### src/rtl/uart_tx_if.sv
// Parallel-word handshake between a word producer and the UART transmitter.
// Producer (master) drives tx_data/tx_valid; transmitter (slave) drives tx_ready/busy.
interface uart_tx_if #(
  parameter int DATA_BITS = 8
);
  logic [DATA_BITS-1:0] tx_data;
  logic                 tx_valid;
  logic                 tx_ready;
  logic                 busy;

  modport master (
    output tx_data,
    output tx_valid,
    input  tx_ready,
    input  busy
  );

  modport slave (
    input  tx_data,
    input  tx_valid,
    output tx_ready,
    output busy
  );
endinterface

### src/rtl/uart_tx.sv
// UART transmitter: start, DATA_BITS data (LSB first), parity when UART_TX_PARITY_EN is defined, STOP_BITS stop.
// Latency: tx falls on the accept edge; a frame lasts (1+DATA_BITS+P+STOP_BITS)*OVERSAMPLE sample ticks.
// Backpressure: tx_ready is high only in IDLE; tx_valid while busy is ignored and nothing is queued.
module uart_tx #(
  parameter int DATA_BITS  = 8,
  parameter int OVERSAMPLE = 16,
  parameter int STOP_BITS  = 1,
  parameter int PARITY_ODD = 0
) (
  input  logic     clk,
  input  logic     rst,
  input  logic     sample_tick,
  uart_tx_if.slave bus,
  output logic     tx
);

  localparam int CNT_W = $clog2(OVERSAMPLE * STOP_BITS);
  localparam int IDX_W = $clog2(DATA_BITS + 1);

  localparam logic [CNT_W-1:0] CNT_BIT_LAST  = CNT_W'(OVERSAMPLE - 1);
  localparam logic [CNT_W-1:0] CNT_STOP_LAST = CNT_W'(OVERSAMPLE * STOP_BITS - 1);
  localparam logic [IDX_W-1:0] IDX_LAST      = IDX_W'(DATA_BITS - 1);

  if (DATA_BITS < 5 || DATA_BITS > 9) begin : g_bad_data_bits
    $error("uart_tx: DATA_BITS must be in 5..9");
  end
  if (OVERSAMPLE < 2) begin : g_bad_oversample
    $error("uart_tx: OVERSAMPLE must be at least 2");
  end
  if (STOP_BITS != 1 && STOP_BITS != 2) begin : g_bad_stop_bits
    $error("uart_tx: STOP_BITS must be 1 or 2");
  end
  if (PARITY_ODD != 0 && PARITY_ODD != 1) begin : g_bad_parity_odd
    $error("uart_tx: PARITY_ODD must be 0 or 1");
  end

  typedef enum logic [2:0] {
    S_IDLE,
    S_START,
    S_DATA,
    S_PARITY,
    S_STOP
  } state_t;

  state_t               r_state;
  logic [CNT_W-1:0]     r_cnt;
  logic [IDX_W-1:0]     r_bit;
  logic [DATA_BITS-1:0] r_sh;
  logic                 r_tx;
  logic                 r_rdy;
  logic                 r_busy;
  logic                 w_bit_end;

`ifdef UART_TX_PARITY_EN
  localparam logic PAR_SENSE = 1'(PARITY_ODD);
  logic r_par;
`endif

  // Both stop bits share one STOP state, so its period is STOP_BITS bit-times long.
  assign w_bit_end = sample_tick &&
                     (r_cnt == ((r_state == S_STOP) ? CNT_STOP_LAST : CNT_BIT_LAST));

  always_ff @(posedge clk or posedge rst) begin
    if (rst) begin
      r_state <= S_IDLE;
      r_cnt   <= '0;
      r_bit   <= '0;
      r_sh    <= '0;
      r_tx    <= 1'b1;
      r_rdy   <= 1'b1;
      r_busy  <= 1'b0;
`ifdef UART_TX_PARITY_EN
      r_par   <= 1'b0;
`endif
    end else begin
      case (r_state)
        S_IDLE: begin
          // Ticks here are ignored, so a tick on the accept edge never counts.
          if (bus.tx_valid) begin
            r_sh    <= bus.tx_data;
`ifdef UART_TX_PARITY_EN
            r_par   <= (^bus.tx_data) ^ PAR_SENSE;
`endif
            r_tx    <= 1'b0;
            r_rdy   <= 1'b0;
            r_busy  <= 1'b1;
            r_cnt   <= '0;
            r_bit   <= '0;
            r_state <= S_START;
          end
        end

        default: begin
          if (sample_tick && !w_bit_end) begin
            r_cnt <= r_cnt + 1'b1;
          end else if (w_bit_end) begin
            r_cnt <= '0;
            case (r_state)
              S_START: begin
                r_tx    <= r_sh[0];
                r_state <= S_DATA;
              end

              S_DATA: begin
                if (r_bit == IDX_LAST) begin
`ifdef UART_TX_PARITY_EN
                  r_tx    <= r_par;
                  r_state <= S_PARITY;
`else
                  r_tx    <= 1'b1;
                  r_state <= S_STOP;
`endif
                end else begin
                  r_bit <= r_bit + 1'b1;
                  r_sh  <= r_sh >> 1;
                  r_tx  <= r_sh[1];
                end
              end

`ifdef UART_TX_PARITY_EN
              S_PARITY: begin
                r_tx    <= 1'b1;
                r_state <= S_STOP;
              end
`endif

              S_STOP: begin
                r_tx    <= 1'b1;
                r_rdy   <= 1'b1;
                r_busy  <= 1'b0;
                r_state <= S_IDLE;
              end

              default: begin
                r_tx    <= 1'b1;
                r_rdy   <= 1'b1;
                r_busy  <= 1'b0;
                r_state <= S_IDLE;
              end
            endcase
          end
        end
      endcase
    end
  end

  assign tx           = r_tx;
  assign bus.tx_ready = r_rdy;
  assign bus.busy     = r_busy;

endmodule
### src/flat_wrapper.sv
// flat-port wrapper written by rule: the top's interface ports become plain ports
module uart_tx_flat 
#(
  parameter int DATA_BITS  = 8,
  parameter int OVERSAMPLE = 16,
  parameter int STOP_BITS  = 1,
  parameter int PARITY_ODD = 0
)
  (clk, rst, sample_tick, tx, bus_tx_data, bus_tx_valid, bus_tx_ready, bus_busy);
  uart_tx_if #(.DATA_BITS(DATA_BITS)) bus_i ();
  input  logic clk;
  input  logic rst;
  input  logic sample_tick;
  output logic tx;
  input wire logic [$bits(bus_i.tx_data)-1:0] bus_tx_data;
  input wire logic [$bits(bus_i.tx_valid)-1:0] bus_tx_valid;
  output wire logic [$bits(bus_i.tx_ready)-1:0] bus_tx_ready;
  output wire logic [$bits(bus_i.busy)-1:0] bus_busy;
  assign bus_i.tx_data = bus_tx_data;
  assign bus_i.tx_valid = bus_tx_valid;
  assign bus_tx_ready = bus_i.tx_ready;
  assign bus_busy = bus_i.busy;
  uart_tx #(.DATA_BITS(DATA_BITS), .OVERSAMPLE(OVERSAMPLE), .STOP_BITS(STOP_BITS), .PARITY_ODD(PARITY_ODD)) u_core (.clk(clk), .rst(rst), .sample_tick(sample_tick), .bus(bus_i), .tx(tx));
endmodule
### config.mk
export PLATFORM = sky130hd
export DESIGN_NAME = uart_tx_flat
export DESIGN_NICKNAME = d
export VERILOG_FILES = /design/src/rtl/uart_tx_if.sv /design/src/rtl/uart_tx.sv /design/src/flat_wrapper.sv
export SDC_FILE = /design/constraint.sdc
export NUM_CORES = 1
export LEC_CHECK = 0
export CAP_MARGIN = 5
export CORE_ASPECT_RATIO = 0.8
export CORE_UTILIZATION = 53
export DETAILED_ROUTE_END_ITERATION = 6
export PLACE_DENSITY = 0.76
export SLEW_MARGIN = 20
export SYNTH_ARGS = -nofsm -noshare
export SYNTH_HDL_FRONTEND = slang
export SYNTH_SLANG_ARGS = --single-unit
### constraint.sdc
create_clock -name clk -period 1.8 [get_ports clk]
set_input_delay 0.18 -clock clk [delete_from_list [all_inputs] [get_ports clk]]
set_output_delay 0.18 -clock clk [all_outputs]
set_load 0.05 [all_outputs]
* Word-level counts from Yosys, hierarchy flattened
Cells that the tools add are included.
Storage, ports and cells: bits of input ports 12, register bits after elaboration 22, output and inout port bits 3, word-level logic and storage cells 67
Operators by class: reduce and logical (&&, ||, !) cells 13, equal/unequal tests 9, mux-type cells 36, $add $sub $neg 2
Operators with widths (count):
- 8-bit two-way mux | 6
- 4-bit two-way mux | 9
- 3-bit two-way mux | 5
- 1-bit two-way mux | 14
- 4-bit by 1-bit adder with 4-bit output (second input constant) | 2
- 4-bit AND reduction | 2
- 2-bit inequality test (second input constant) | 3
- 3-bit one-hot mux with 2 select lines | 1
- 5-bit AND reduction | 1
- 4-bit by 3-bit equality test with 1-bit output (second input constant) | 1
- 4-bit equality test (second input constant) | 1
- 2-bit nonzero test | 2
- 3-bit by 1-bit equality test with 1-bit output (second input constant) | 1
- 3-bit by 2-bit equality test with 1-bit output (second input constant) | 1
- 3-bit logical NOT | 1
- 3-bit by 2-bit inequality test with 1-bit output (second input constant) | 1
- 3-bit AND reduction | 1
- 3-bit nonzero test | 1
- 1-bit logical AND | 2
- 2-bit by 1-bit inequality test with 1-bit output (second input constant) | 1
- 1-bit one-hot mux with 2 select lines | 1
- 2-bit AND reduction | 1
- 2-bit OR reduction | 1
- 1-bit logical NOT | 1

* Logic depth before layout (Yosys ltp)
Gate-level depths: netlist of the first run.
depth in word-level cells 6, mapped depth 6, gate-level depth less buffers 5

* Least setup slack after synthesis of the first run
Ideal clock, no wire load.
kind register -> register, from reg u_core.r_cnt[0], to reg u_core.r_sh[7], cell stages (with the launch flop) 7, data arrival time 1454 ps, clock period less this slack 1576 ps, setup slack 224 ps, buffers on the path 1, setup time 122 ps, required time 1678 ps, path through dfrtp_1 > ha_1 > and4_4 > nand4_4 > and2_4 > buf_6 > a32o_1
Between the ends: word-level cells in the longest chain between the ends 6, elaborated cells between the ends (all ways) 7, those cells by class eq/ne (2); reduce/logical (5)
Ends and longest elaborated chain:
- start: declaration | line uart_tx.sv:46 | logic [CNT_W-1:0] r_cnt;
- start signal: assignment | line uart_tx.sv:95 | r_cnt <= r_cnt + 1'b1;
- 4-bit equality test (*) | line uart_tx.sv:61 | (r_cnt == ((r_state == S_STOP) ? CNT_STOP_LAST : CNT_BIT_LAST));
- 1-bit logical AND (*) | line uart_tx.sv:60 | assign w_bit_end = sample_tick &&
- 1-bit logical NOT | line uart_tx.sv:94 | if (sample_tick && !w_bit_end) begin
- 1-bit logical AND | line uart_tx.sv:94
- 2-bit inequality test (no line)
- 5-bit AND reduction (no line) (*)
- end signal: assignment | line uart_tx.sv:80 | r_sh <= bus.tx_data;
- end signal: assignment | line uart_tx.sv:115 | r_sh <= r_sh >> 1;
- end: declaration | line uart_tx.sv:48 | logic [DATA_BITS-1:0] r_sh;
Every way passes the cells marked *; elsewhere a longest branch is shown, timed or not. A chain may end at the register's enable or synchronous reset.

* Final worst setup path of the first run
from reg u_core.r_busy (netlist: u_core.bus.busy), to out bus_busy
RTL lines:
- start: declaration | line uart_tx.sv:51 | logic r_busy;
- start signal: assignment | line uart_tx.sv:71 | r_busy <= 1'b0;
- start signal: assignment | line uart_tx.sv:86 | r_busy <= 1'b1;
- start signal: assignment | line uart_tx.sv:130 | r_busy <= 1'b0;
- end: declaration | line flat_wrapper.sv:18 | output wire logic [$bits(bus_i.busy)-1:0] bus_busy;
No word-level cell between the ends.

==> results of run 1 <==
[power by group through the flow]
stage | clock network, mW | logic (mW) | registers [mW]
finish | 0.269 | 0.253 | 0.641
global route | 0.304 | 0.279 | 0.652
CTS | 0.277 | 0.253 | 0.638
detailed placement | 0 | 0.253 | 0.647
global placement | 0 | 0.244 | 0.638
floorplan | 0 | 0.130 | 0.667
[routing by layer]
metal	GRT usage (%)	up-vias	wire length [um]
li1	-	471	-
met1	27.7	456	1080
met2	39.8	30	1170
met3	6.32	2	115
met4	5.13	0	13
met5	0	-	0
[stage by stage]
| stage | hold WS, ns | total power [mW] | utilization [%] | setup WS (ns) | area, um2 |
|---|---|---|---|---|---|
| 3_3_place_gp | 0.477 | 0.882 | 68.2 | 0.176 | 1340 |
| 2_1_floorplan | 0.168 | 0.797 | - | 0.224 | 1160 |
| 4_1_cts | 0.198 | 1.17 | 70.1 | 0.143 | 1380 |
| 6_report | 0.193 | 1.16 | 70.1 | 0.157 | 1380 |
| 5_1_grt | 0.230 | 1.24 | 70.1 | 0.0631 | 1380 |
| 3_5_place_dp | 0.483 | 0.900 | 68.2 | 0.134 | 1340 |
[area by class of cell]
type	count	share of cell area, %
Timing Repair Buffer	22	14.2
Tap cell	24	2.18
Multi-Input combinational cell	84	39.4
Sequential cell	22	40.2
Inverter	5	1.36
Clock buffer	4	2.64
[worst register-to-register path: cells and delay by family, from the launching register on]
family                     cells  cell delay (ns)
AOI/OAI and AO/OA              1             0.20
adders and majority gates      1             0.21
DFF                            1             0.42
and+or+nand+nor                3             0.67
[worst max-delay path by stage]
stage / startpoint / endpoint / slack, ns / cells after the start
2_1_floorplan: u_core.r_cnt[0] / u_core.r_sh[7] / 0.22 / 6
3_5_place_dp: sample_tick / u_core.r_sh[7] / 0.13 / 5
6_report: u_core.bus.busy / bus_busy / 0.16 / 1
3_3_place_gp: sample_tick / u_core.r_sh[7] / 0.18 / 5
4_1_cts: u_core.bus.busy / bus_busy / 0.14 / 1
5_1_grt: u_core.r_cnt[0] / u_core.tx / 0.06 / 5
[kinds of logic after synthesis]
group                      Yosys count  synth area share (%)
AOI/OAI and AO/OA                   32                  16.3
adders and majority gates            2                  2.15
muxes                                8                  7.00
buffers and inverters               12                  5.71
DFF                                 22                  47.6
and+or+nand+nor                     42                  21.2
[sequential cells by signal, summed over array words and instances, names as in the netlist]
register	flops
u_core.bus.busy	1
u_core.bus.tx_ready	1
u_core.r_bit	4
u_core.r_cnt	4
u_core.r_sh	8
u_core.r_state	3
u_core.tx	1
[Yosys cell counts (4+ instances only)]
library cell / n / area share, %
inv_1: 5 / 1.6
mux2i_1: 7 / 6.0
o21ai_1: 7 / 3.0
o21ai_0: 9 / 3.9
dfrtp_1: 20 / 43
nor2_1: 4 / 1.3
nand2_1: 9 / 2.9
nand3_1: 14 / 6.0
a21oi_1: 5 / 2.2
[layout by cell type (no fill, tap or decap), drive strengths merged]
| master | instances |
|---|---|
| inv | 5 |
| o22ai | 2 |
| o211ai | 2 |
| and2 | 2 |
| nand3 | 14 |
| a21oi | 5 |
| mux2 | 1 |
| a32o | 2 |
| ha | 2 |
| nand2 | 9 |
| nor4 | 2 |
| nor2 | 5 |
| o21ai | 16 |
| nand4 | 2 |
| a31oi | 2 |
| clkbuf | 4 |
| buf | 10 |
| nor3 | 2 |
| nand3b | 2 |
| nor3b | 1 |
| a21boi | 1 |
| dfrtp | 20 |
| and4 | 1 |
| dfstp | 2 |
| o31a | 1 |
| mux2i | 7 |
| o31ai | 1 |
| clkdlybuf4s50 | 12 |
| or3 | 2 |
==> flow_summary.yaml, run 1 <==
logic_synthesis:
  synth-edff-count: 0
  ys_warn_count: 0
  netlist_area_um2: 1160
  ys_async_sr_fraction_pct: 100
  synth_seq_cells: 22
  synth.distinct_cells: 36
  syn_nets: 132
  synth_top_flop_cell: "dfrtp_1"
  syn-mean-instance-area_um2: 9.84
  postSynthCellCount: 118
  synth-seq-area-share_pct: 47.6
cells_and_area:
  drive_above_1_share_pct: 16.8
  n_antenna_cell: 0
  multi_input_area_um2: 542
  seqCellArea_um2: 553
  areaGrowthSynthToFinish_pct: 18.4
  nFillCells: 158
  layout.nets: 152
  stdcell_count: 161
route:
  drt_iter0_markers: 21
  wire_per_inst_um: 14.8
  drc: 0
  totalWireLength_um: 2380
  post_drt_via_cell_ratio: 5.96
  vias: 959
  drtPass1Iterations: 4
  final_antenna_net_count: 0
power:
  pwr-share-seq_pct: 55.1
  pwr-share-comb_pct: 21.8
  power_density_nw_per_um2: 846
  cell_internal_pwr_mw: 0.804
  power.share.clock_pct: 23.2
  p_switching_mw: 0.359
  leakagePower_nw: 0.558
  swShare_pct: 30.9
  ir_worst_vdd_v: 0.000724
sta:
  skew_ns: 0.00231
  tightest_slew_ns: 0.490
  slew_violations: 0
  post-route-period-util_pct: 91.3
  fin_crit_ns: 1.64
  setup_viol: 0
  hold_violations: 0
  setup_tns_ns: 0
  relSlewSlack_pct: 67.3
  rsz0062_at_grt: "no"
  fmax_mhz: 609
clock_tree:
  cts_tree: "built"
  cts_buffers: 3
  clkLatencyLatePin_ns: 0.30
  clk_path_buf_depth: 2
  postCtsResizedCells: 0
  clkSlewWorstSetupHoldPaths_ns: 0.12
  cts_hold_buf: 0
  cts_setup_buffers: 0
  clock_sinks: 22
  htreeDepth: 1
  cts_root_buffer: "clkbuf_4"
floorplan:
  rows: 14
  start_util_pct: 59.2
  die_w_um: 54.3
  die_y_um: 43.9
  die-area_um2: 2380
  ios: 15
  coreArea_um2: 1960
worst_setup_path:
  cp_slowest_cell: "clkdlybuf4s50_1"
  required_ns: 1.62
  worstReg2RegEnd: "u_core.r_sh[7]"
  worst-path-buf-inv: 1
  max_stage_delay_ns: 0.80
  startpoint_type: "register"
  r2r-start: "u_core.r_cnt[0]"
  cp_data_arrival_time_ns: 1.46
  r2r_cells: 5
  endpoint_kind: "primary output"
  cp_max_fo: 2
  crit_type: "reg -> out"
  reg2reg_slack_ns: 0.21
  crit_family: "buffers and inverters"
  crit_chain: "clkdlybuf4s50_1"
placement:
  numPortBuffers: 14
  place.gp.congestion: 0.790
  hpwl_um: 1660
  dp.cells: 157
global_route:
  grt_usage_pct: 22.8
  globalRouteOverflowTotal: 0
  first_global_vias: 864
  grt_pass1_wl_um: 3810
  antenna_found_initial: 0
  grt_max_degree: 23
worst_hold_path:
  worst_hold_path_type: "in -> async"
outcome:
  run_status: "finished, final reports clean"
run:
  cap_violations: 0
(Power assumes the default switching activity.)
==> run 2: changes to the inputs <==
--- a/config.mk
+++ b/config.mk
@@ -8,6 +8,7 @@
 export CAP_MARGIN = 5
 export CORE_ASPECT_RATIO = 0.8
 export CORE_UTILIZATION = 53
+export CTS_CLUSTER_SIZE = 25
 export DETAILED_ROUTE_END_ITERATION = 6
 export PLACE_DENSITY = 0.76
 export SLEW_MARGIN = 20
==> results of run 2 <==
Same layout as run 1: the final DEF is identical, and so are final timing and power.
==> run 3: changes to the inputs <==
--- a/config.mk
+++ b/config.mk
@@ -10,7 +10,8 @@
 export CORE_UTILIZATION = 53
 export CTS_CLUSTER_SIZE = 25
 export DETAILED_ROUTE_END_ITERATION = 6
-export PLACE_DENSITY = 0.76
+export GPL_TIMING_DRIVEN = 0
+export PLACE_DENSITY = 0.77
 export SLEW_MARGIN = 20
 export SYNTH_ARGS = -nofsm -noshare
 export SYNTH_HDL_FRONTEND = slang
==> run 3 against run 2 <==
Net effect: cell area decreased by 0.46%; sequential power decreased by 1%; clock power increased by 4%; flip-flop and latch count unchanged; wire length decreased by 2.9%; combinational power decreased by 4%; register-to-register slack got worse by 0.13 ns; clock skew increased by 0.0072 ns; largest power group unchanged; non-clock buffer count decreased by 1; first-iteration DRC count increased by 76%; core utilization decreased by 0.32 points.
==> flow_summary.yaml, run 3 (synthesis gave the netlist of run 1 again) <==
worst_setup_path:
  cp_data_arrival_time_ns: 1.93
  crit_family: "simple AND/OR/NAND/NOR gates"
  r2r-start: "u_core.r_cnt[1]"
  endpoint_kind: "register"
  required_ns: 2.01
  cp_max_fo: 8
  cp_slowest_cell: "dfrtp_1"
  startpoint_type: "register"
  crit_chain: "ha_2 -> and4_4 -> nand4_4 -> and2_4 -> buf_6 -> a32o_1"
  crit_type: "reg -> reg"
  crit_start: "u_core.r_cnt[1]"
  max_stage_delay_ns: 0.42
  worst-path-buf-inv: 1
clock_tree:
  cts_tree: "built"
  clock_sinks: 22
  cts_hold_buf: 0
  cts_root_buffer: "clkbuf_4"
  cts_buffers: 3
  clk_path_buf_depth: 2
  clkLatencyLatePin_ns: 0.32
  htreeDepth: 1
  clkSlewWorstSetupHoldPaths_ns: 0.13
cells_and_area:
  post-route-util_pct: 69.8
  nFillCells: 155
  layout_commonest_cell: "dfrtp_1"
  n_antenna_cell: 0
  regMostFlops: "u_core.r_sh"
  top_regs: "u_core.r_sh (8), u_core.r_bit (4), u_core.r_cnt (4)"
  mostFrequentLayoutCells: "dfrtp_1, nand3_1, clkdlybuf4s50_1"
  largest_reg_flops: 8
  drive_above_1_share_pct: 14.7
  areaGrowthSynthToFinish_pct: 17.9
  stdcell_count: 160
  layout.nets: 151
global_route:
  first_global_vias: 870
  grt_usage_pct: 23.5
  globalRouteOverflowTotal: 0
  antenna_found_initial: 0
  grt_pass1_wl_um: 3910
  grt_max_degree: 23
route:
  post_drt_via_cell_ratio: 5.95
  vias: 952
  wire_per_inst_um: 14.4
  final_antenna_net_count: 0
  drt_iter0_markers: 37
  drtPass1Iterations: 4
  totalWireLength_um: 2310
  drc: 0
floorplan:
  start_util_pct: 59.2
  ios: 15
  rows: 14
  coreArea_um2: 1960
  die_y_um: 43.9
  die_w_um: 54.3
  die-area_um2: 2380
power:
  power_density_nw_per_um2: 843
  leakagePower_nw: 0.555
  power_mw: 1.15
  ir_worst_vdd_v: 0.000677
sta:
  tightest_slew_ns: 0.841
  skew_ns: 0.00950
  hold_violations: 0
  setup_viol: 0
  relSlewSlack_pct: 43.9
  fmax_mhz: 580
  fin_crit_ns: 1.72
  slew_violations: 0
  post-route-period-util_pct: 95.7
  rsz0062_at_grt: "no"
placement:
  numPortBuffers: 14
  hpwl_um: 1630
  place.gp.congestion: 0.747
  dp.cells: 156
run:
  cap_violations: 0
worst_hold_path:
  worst_hold_path_type: "in -> async"
outcome:
  run_status: "finished, final reports clean"
## run 3: changes by cell type in the layout (fill, tap and decap cells not counted), sizes merged
cell         change
buf              -5
clkbuf           +2
dlygate4sd2      +2
## run 3: area by class of cell
cell class / instances / area (um2) / area share, %
Tap cell: 24 / 30.0 / 2.19
Sequential cell: 22 / 553 / 40.4
Buffer: 7 / 48.8 / 3.56
Timing Repair Buffer: 14 / 138 / 10.1
Inverter: 5 / 18.8 / 1.37
Clock buffer: 4 / 36.3 / 2.65
Multi-Input combinational cell: 84 / 544 / 39.8
## run 3: worst paths after layout
check | endpoint | slack, ns | depth (start not counted)
max | u_core.r_sh[7] | 0.08 | 6
min | u_core.r_cnt[0] | 0.31 | 2
max reg2reg | u_core.r_sh[7] | 0.08 | 6
min reg2reg | u_core.r_bit[3] | 0.49 | 1
max in group asynchronous | u_core.r_sh[0] | 0.96 | 2
min in group clk | u_core.r_sh[5] | 0.49 | 3
## run 3: per-layer routing
layer / vias up / part of all wire [%] / routed length (um) / GRT usage [%]
li1: 471 / - / - / -
met1: 447 / 47 / 1100 / 31.5
met2: 32 / 47 / 1080 / 36.8
met3: 2 / 5.4 / 124 / 7.37
met4: 0 / 0.56 / 13 / 6.15
met5: - / 0 / 0 / 0
## run 3: power breakdown
group          total [mW]  switching [mW]  internal, mW  leakage, nW
clock network       0.280           0.157         0.124       0.0210
logic               0.242           0.136         0.106        0.247
registers           0.632          0.0676         0.564        0.287
total                1.15           0.360         0.794        0.555
## run 3: metrics by stage
step | TNS [ns] | hold slack [ns] | cell area (um2) | setup slack, ns
finish | 0 | 0.314 | 1370 | 0.0771
global route | 0 | 0.407 | 1370 | 0.0278
CTS | 0 | 0.350 | 1370 | 0.0567
detailed placement | -0.0187 | 0.470 | 1330 | -0.0187
global placement | -0.00435 | 0.460 | 1330 | -0.00435
floorplan | 0 | 0.168 | 1160 | 0.224
## run 3: timing repair
action | 4_1_cts | 5_1_grt
endpoints found under the setup margin | 2 | 9
setup buffers | 0 | 0
cloned | 0 | 0
resized for setup | 2 | 3
## run 3: worst register-to-register path, cell delays in order (launching register included)
cell and delay (ns):
dfrtp_1 0.42, ha_2 0.26, and4_4 0.27, nand4_4 0.15
and2_4 0.18, buf_6 0.12, a32o_1 0.21
==> patch 1: new RTL, flow settings as in run 3 <==
Reset style: synchronous (`rst`), changed in one clocked block.
--- a/src/rtl/uart_tx.sv
+++ b/src/rtl/uart_tx.sv
@@ -62,3 +62,3 @@
 
-  always_ff @(posedge clk or posedge rst) begin
+  always_ff @(posedge clk) begin
     if (rst) begin
Check against the original RTL: differs if rst is asserted again (counterexample within 4 cycles, from zero or initial values and one cycle with rst high); with rst held inactive, the same outputs for 10 cycles.
==> patch 1 against run 3 <==
  * Sequential power decreased by 17%
  * Count of clock-buffer cells in the layout unchanged
  * Setup slack improved by 0.064 ns
  * Sequential share of layout area decreased by 6.7 points
  * Clock skew decreased by 0.0057 ns
  * Largest power group unchanged
  * Design area decreased by 3.9%
  * Wire length decreased by 5.4%
  * Sequential cell count unchanged
  * Total power decreased by 15%
  * Largest cell class is now multi-input combinational cells
  * Area after synthesis decreased by 5.8%
==> patch 1: results (changes against run 3) <==
| Metric | Value |
|---|---|
| Status | `complete, no violations` |
| VDD IR-drop max | `0.543 mV (-20%)` |
| Post-synth ARST share | `0% (-100 points)` |
| Reg-to-Reg Start | `u_core.r_cnt[0]` |
| Fill cells | `179 (+15%)` |
| First-pass GRT wire length | `3640 um (-6.9%)` |
| Synth unique cells | `34 (-5.6%)` |
| Wire length on met3 | `97 um (-22%)` |
| Wl on met1 | `1050 um (-4.6%)` |
| Register area share after synthesis | `40.3% (-7.4 points)` |
| Total Routing Usage GR | `22.5% (-1.0 points)` |
| Max Fanout on Critical Path | `7 (-1)` |
| Crit path DAT | `1.91 ns (-0.02 ns)` |
| P_leak | `0.499 nW (-10%)` |
| HPWL Detailed | `1610 um (-0.89%)` |
| Internal | `0.000716 W (-9.9%)` |
| Placement-stage cell area | `0.00126 sq mm (-5.1%)` |
| Metal2 WL | `1020 um (-5.0%)` |
| Largest cells by area after synthesis | `dfxtp_1 (40%), mux2i_1 (8.2%), a21oi_1 (5.9%)` |
| Hold path start | `bus_tx_data[7]` |
| Hold Path Class | `in -> reg` |
| Net count after synthesis | `137 (+3.8%)` |
| R2R Path End | `u_core.r_bit[2]` |
| Max transition margin | `67.1% (+23 points)` |
| RD Place Congestion | `0.839 (+12%)` |
| Clock skew | `0.00376 ns (-0.00574 ns)` |
| FF-to-FF setup slack | `0.14 ns (+0.06 ns)` |
| Share of cells above drive strength 1 | `11.3% (-3.4 points)` |
| CP max stage cell | `dfxtp_2` |
| Post-CTS Resized | `1 (-1)` |
| Largest net degree at the start of global routing | `13 (-43%)` |
| DRT iter0 DRCs | `13 (-65%)` |
| Most frequent cells after synthesis | `dfxtp_1 (22), nor2_1 (15), a21oi_1 (13), mux2i_1 (9)` |
==> patch 1: how the worst max path moves through the flow <==
stage	startpoint	endpoint	slack [ns]	depth (start not counted)
after floorplan	u_core.r_cnt[0]	u_core.r_state[2]	0.19	6
after global placement	bus_tx_valid	u_core.r_sh[5]	-0.08	6
after detailed placement	bus_tx_valid	u_core.r_sh[4]	-0.1	6
after CTS	u_core.r_cnt[0]	u_core.r_bit[2]	0.03	6
after global routing	u_core.r_cnt[0]	u_core.r_bit[2]	0.02	6
final	u_core.r_cnt[0]	u_core.r_bit[2]	0.14	6
==> patch 1: area by class of cell <==
cell class,count,area (sq um),share of cell area [%]
Buffer,8,55.1,4.19
Clock buffer,4,36.3,2.76
Inverter,4,15.0,1.14
Multi-Input combinational cell,89,596,45.3
Sequential cell,22,443,33.7
Tap cell,24,30.0,2.28
Timing Repair Buffer,14,140,10.7
==> patch 1: per-stage QoR <==
step	setup TNS (ns)	utilization (%)	hold WS, ns	worst slack (ns)	cells
6_report	0	68.9	0.412	0.141	165
5_1_grt	0	68.9	0.429	0.0172	165
4_1_cts	0	68.2	0.405	0.0278	165
3_5_place_dp	-0.476	66.2	0.447	-0.0991	161
3_3_place_gp	-0.240	66.2	0.440	-0.0781	161
2_1_floorplan	0	-	0.320	0.191	123
==> patch 1: layer usage <==
layer | vias to the layer above | track usage, %
met5 | - | 0
met4 | 0 | 7.37
met3 | 2 | 7.61
met2 | 21 | 35.7
met1 | 457 | 28.3
li1 | 487 | -
==> patch 1: power by group through the flow <==
stage | Clock, W | Sequential, W | Combinational (W)
after floorplan | 0 | 0.000556 | 0.0000928
after detailed placement | 0 | 0.000537 | 0.000172
final | 0.000280 | 0.000527 | 0.000171
after CTS | 0.000283 | 0.000526 | 0.000173
after global placement | 0 | 0.000536 | 0.000169
after global routing | 0.000303 | 0.000530 | 0.000188
==> patch 1: cells by family (layout without fill, tap and decap cells) <==
kind of cell,count (synthesis),in the layout,synth area share (%)
adder cells (fa/ha/maj),2,2,2.29
AND/OR/NAND/NOR,41,41,20.9
XOR/XNOR,1,1,0.801
AO/OA/AOI/OAI,36,36,21.1
flip-flops,22,22,40.3
buffers and inverters,12,30,6.41
multiplexers,9,9,8.24
==> patch 1: worst register-to-register path, cell delays in order, from the launching register on <==
cell and delay (ns):
dfxtp_2 0.40, ha_4 0.17, and4_1 0.18, buf_4 0.14, nand4_2 0.17, or3_1 0.34, a21boi_0 0.18
==> patch 2: new RTL, config.mk and constraints of run 3 <==
Made on the original files. Build with the macro `UART_TX_PARITY_EN` defined.
--- a/src/rtl/uart_tx.sv
+++ b/src/rtl/uart_tx.sv
@@ -3,2 +3,4 @@
 // Backpressure: tx_ready is high only in IDLE; tx_valid while busy is ignored and nothing is queued.
+`define UART_TX_PARITY_EN
+
 module uart_tx #(
Check against the original RTL: same outputs for any inputs over 10 cycles, from zero or initial values and one cycle with rst high; that may be too few to reach the edited logic, so the function may still have changed.
==> patch 2 against run 3 <==
  * Sequential cell count increased by 1
  * Via count increased by 7.6%
  * Setup slack improved by 0.015 ns
  * Critical path type unchanged
  * Cell count increased by 6.9%
  * Design area increased by 9.4%
  * Area after synthesis increased by 8.6%
  * Wire length increased by 21%
Power is not compared: it rests on default switching activity, and its combinational part moved more than twofold at a synthesized area within 25%.
==> patch 2: results (changes against run 3) <==
| Metric | Value |
|---|---|
| R2R cell count | `7 (+1)` |
| Bufs w/o clock | `24 (+14%)` |
| Initial antenna violation count | `0 (unchanged)` |
| Largest net degree at the start of global routing | `24 (+4.3%)` |
| Max Fanout on Critical Path | `8 (unchanged)` |
| Non-clock inverter count | `2 (-3)` |
| Status | `complete, no violations` |
| Cell Count, Final, Fillers Out | `171 (+6.9%)` |
| Post-Syn Area | `0.00126 sq mm (+8.6%)` |
| Met3 usage | `6.82% (-0.55 points)` |
| H-tree depth | `1 (unchanged)` |
| Placement Setup Slack | `0.0102 ns (+0.0289 ns)` |
| Total Routing Usage GR | `23.3% (-0.30 points)` |
| Max incr delay on CP | `0.46 ns (+0.04 ns)` |
| Register Area | `579 sq um (+4.8%)` |
| Met1 Resource Use GR | `30.6% (-0.96 points)` |
| Top FF cell, synth | `dfrtp_1` |
| Family with the most delay on the worst path | `flip-flops` |
| Syn Area/Cell | `10.0 sq um (+1.7%)` |
| Number of global-route vias before repair | `966 (+11%)` |
| Metal2 WL | `1280 um (+19%)` |
| Clk_lat worst skew | `0.32 ns (about the same)` |
| Most frequent cells after synthesis | `dfrtp_1 (21), nand3_1 (14), o21ai_0 (10)` |
| Net count after synthesis | `140 (+6.1%)` |
| First-pass GRT wire length | `4400 um (+13%)` |
| Fraction of standard cell area in multi-input logic | `43.0% (+3.3 points)` |
| RD Place Congestion | `0.841 (+13%)` |
| Max clock buf depth | `2 (unchanged)` |
| DRT iter0 DRCs | `26 (-30%)` |
| Crit path DAT | `1.91 ns (-0.02 ns)` |
| WL/cell | `16.4 um (+14%)` |
| Layout net count | `161 (+6.6%)` |
| Fill cells | `175 (+13%)` |
| HPWL Detailed | `1980 um (+22%)` |
| Worst slew pin tran | `0.884 ns (+0.0430 ns)` |
| Net Sw Frac | `36.8%` |
| Leading registers by flop count | `u_core.r_sh: 8 flops, u_core.r_bit: 4 flops, u_core.r_cnt: 4 flops` |
| Largest cells by area after synthesis | `dfrtp_1 (42%), mux2i_1 (6.3%), nand3_1 (5.6%)` |
| Register area share after synthesis | `45.8% (-1.8 points)` |
| Clock Sinks | `23 (+4.5%)` |
| GR Util met2 | `36.2% (-0.59 points)` |
| Multi-input comb cells | `93 (+11%)` |
| Clock skew | `0.0135 ns (+0.00405 ns)` |
| Wire length on met3 | `185 um (+49%)` |
| Worst Hold Slack | `0.331 ns (+0.0172 ns)` |
| Wl on met1 | `1310 um (+20%)` |
| Clock network area share | `1.75% (-0.90 points)` |
| Routed via count | `1024 (+7.6%)` |
| Final non-clock buffer share | `14.0% (+0.33 points)` |
| Fmax | `586 MHz (+0.89%)` |
| FF-to-FF setup slack | `0.09 ns (+0.02 ns)` |
| Design area | `0.00150 sq mm (+9.4%)` |
| Placement-stage cell area | `0.00143 sq mm (+7.6%)` |
| Share of cells above drive strength 1 | `15.8% (+1.0 points)` |
[patch 2: cell count changes after synthesis, sizes merged, moves of 3 or more]
cell,delta
o21ai,-4
xnor2,+7
a22o,+4
a21oi,+3
inv,-3
[patch 2: logic make-up (layout without fill, tap and decap cells)]
group / count (synthesis) / count (layout) / synth area share (%)
simple gates: 43 / 43 / 19.4
compound gates: 32 / 32 / 15.9
flops: 23 / 23 / 45.8
buf+inv: 10 / 30 / 4.76
mux: 9 / 9 / 7.24
xor+xnor: 7 / 7 / 4.86
fa+ha+maj: 2 / 2 / 1.98
[patch 2: power groups by stage]
stage | Sequential (W) | Combinational (W) | Clock [W]
2_1_floorplan | 0.000818 | 0.000474 | 0
3_3_place_gp | 0.000781 | 0.000648 | 0
3_5_place_dp | 0.000793 | 0.000694 | 0
4_1_cts | 0.000783 | 0.000689 | 0.000249
5_1_grt | 0.000810 | 0.000819 | 0.000267
6_report | 0.000793 | 0.000748 | 0.000242
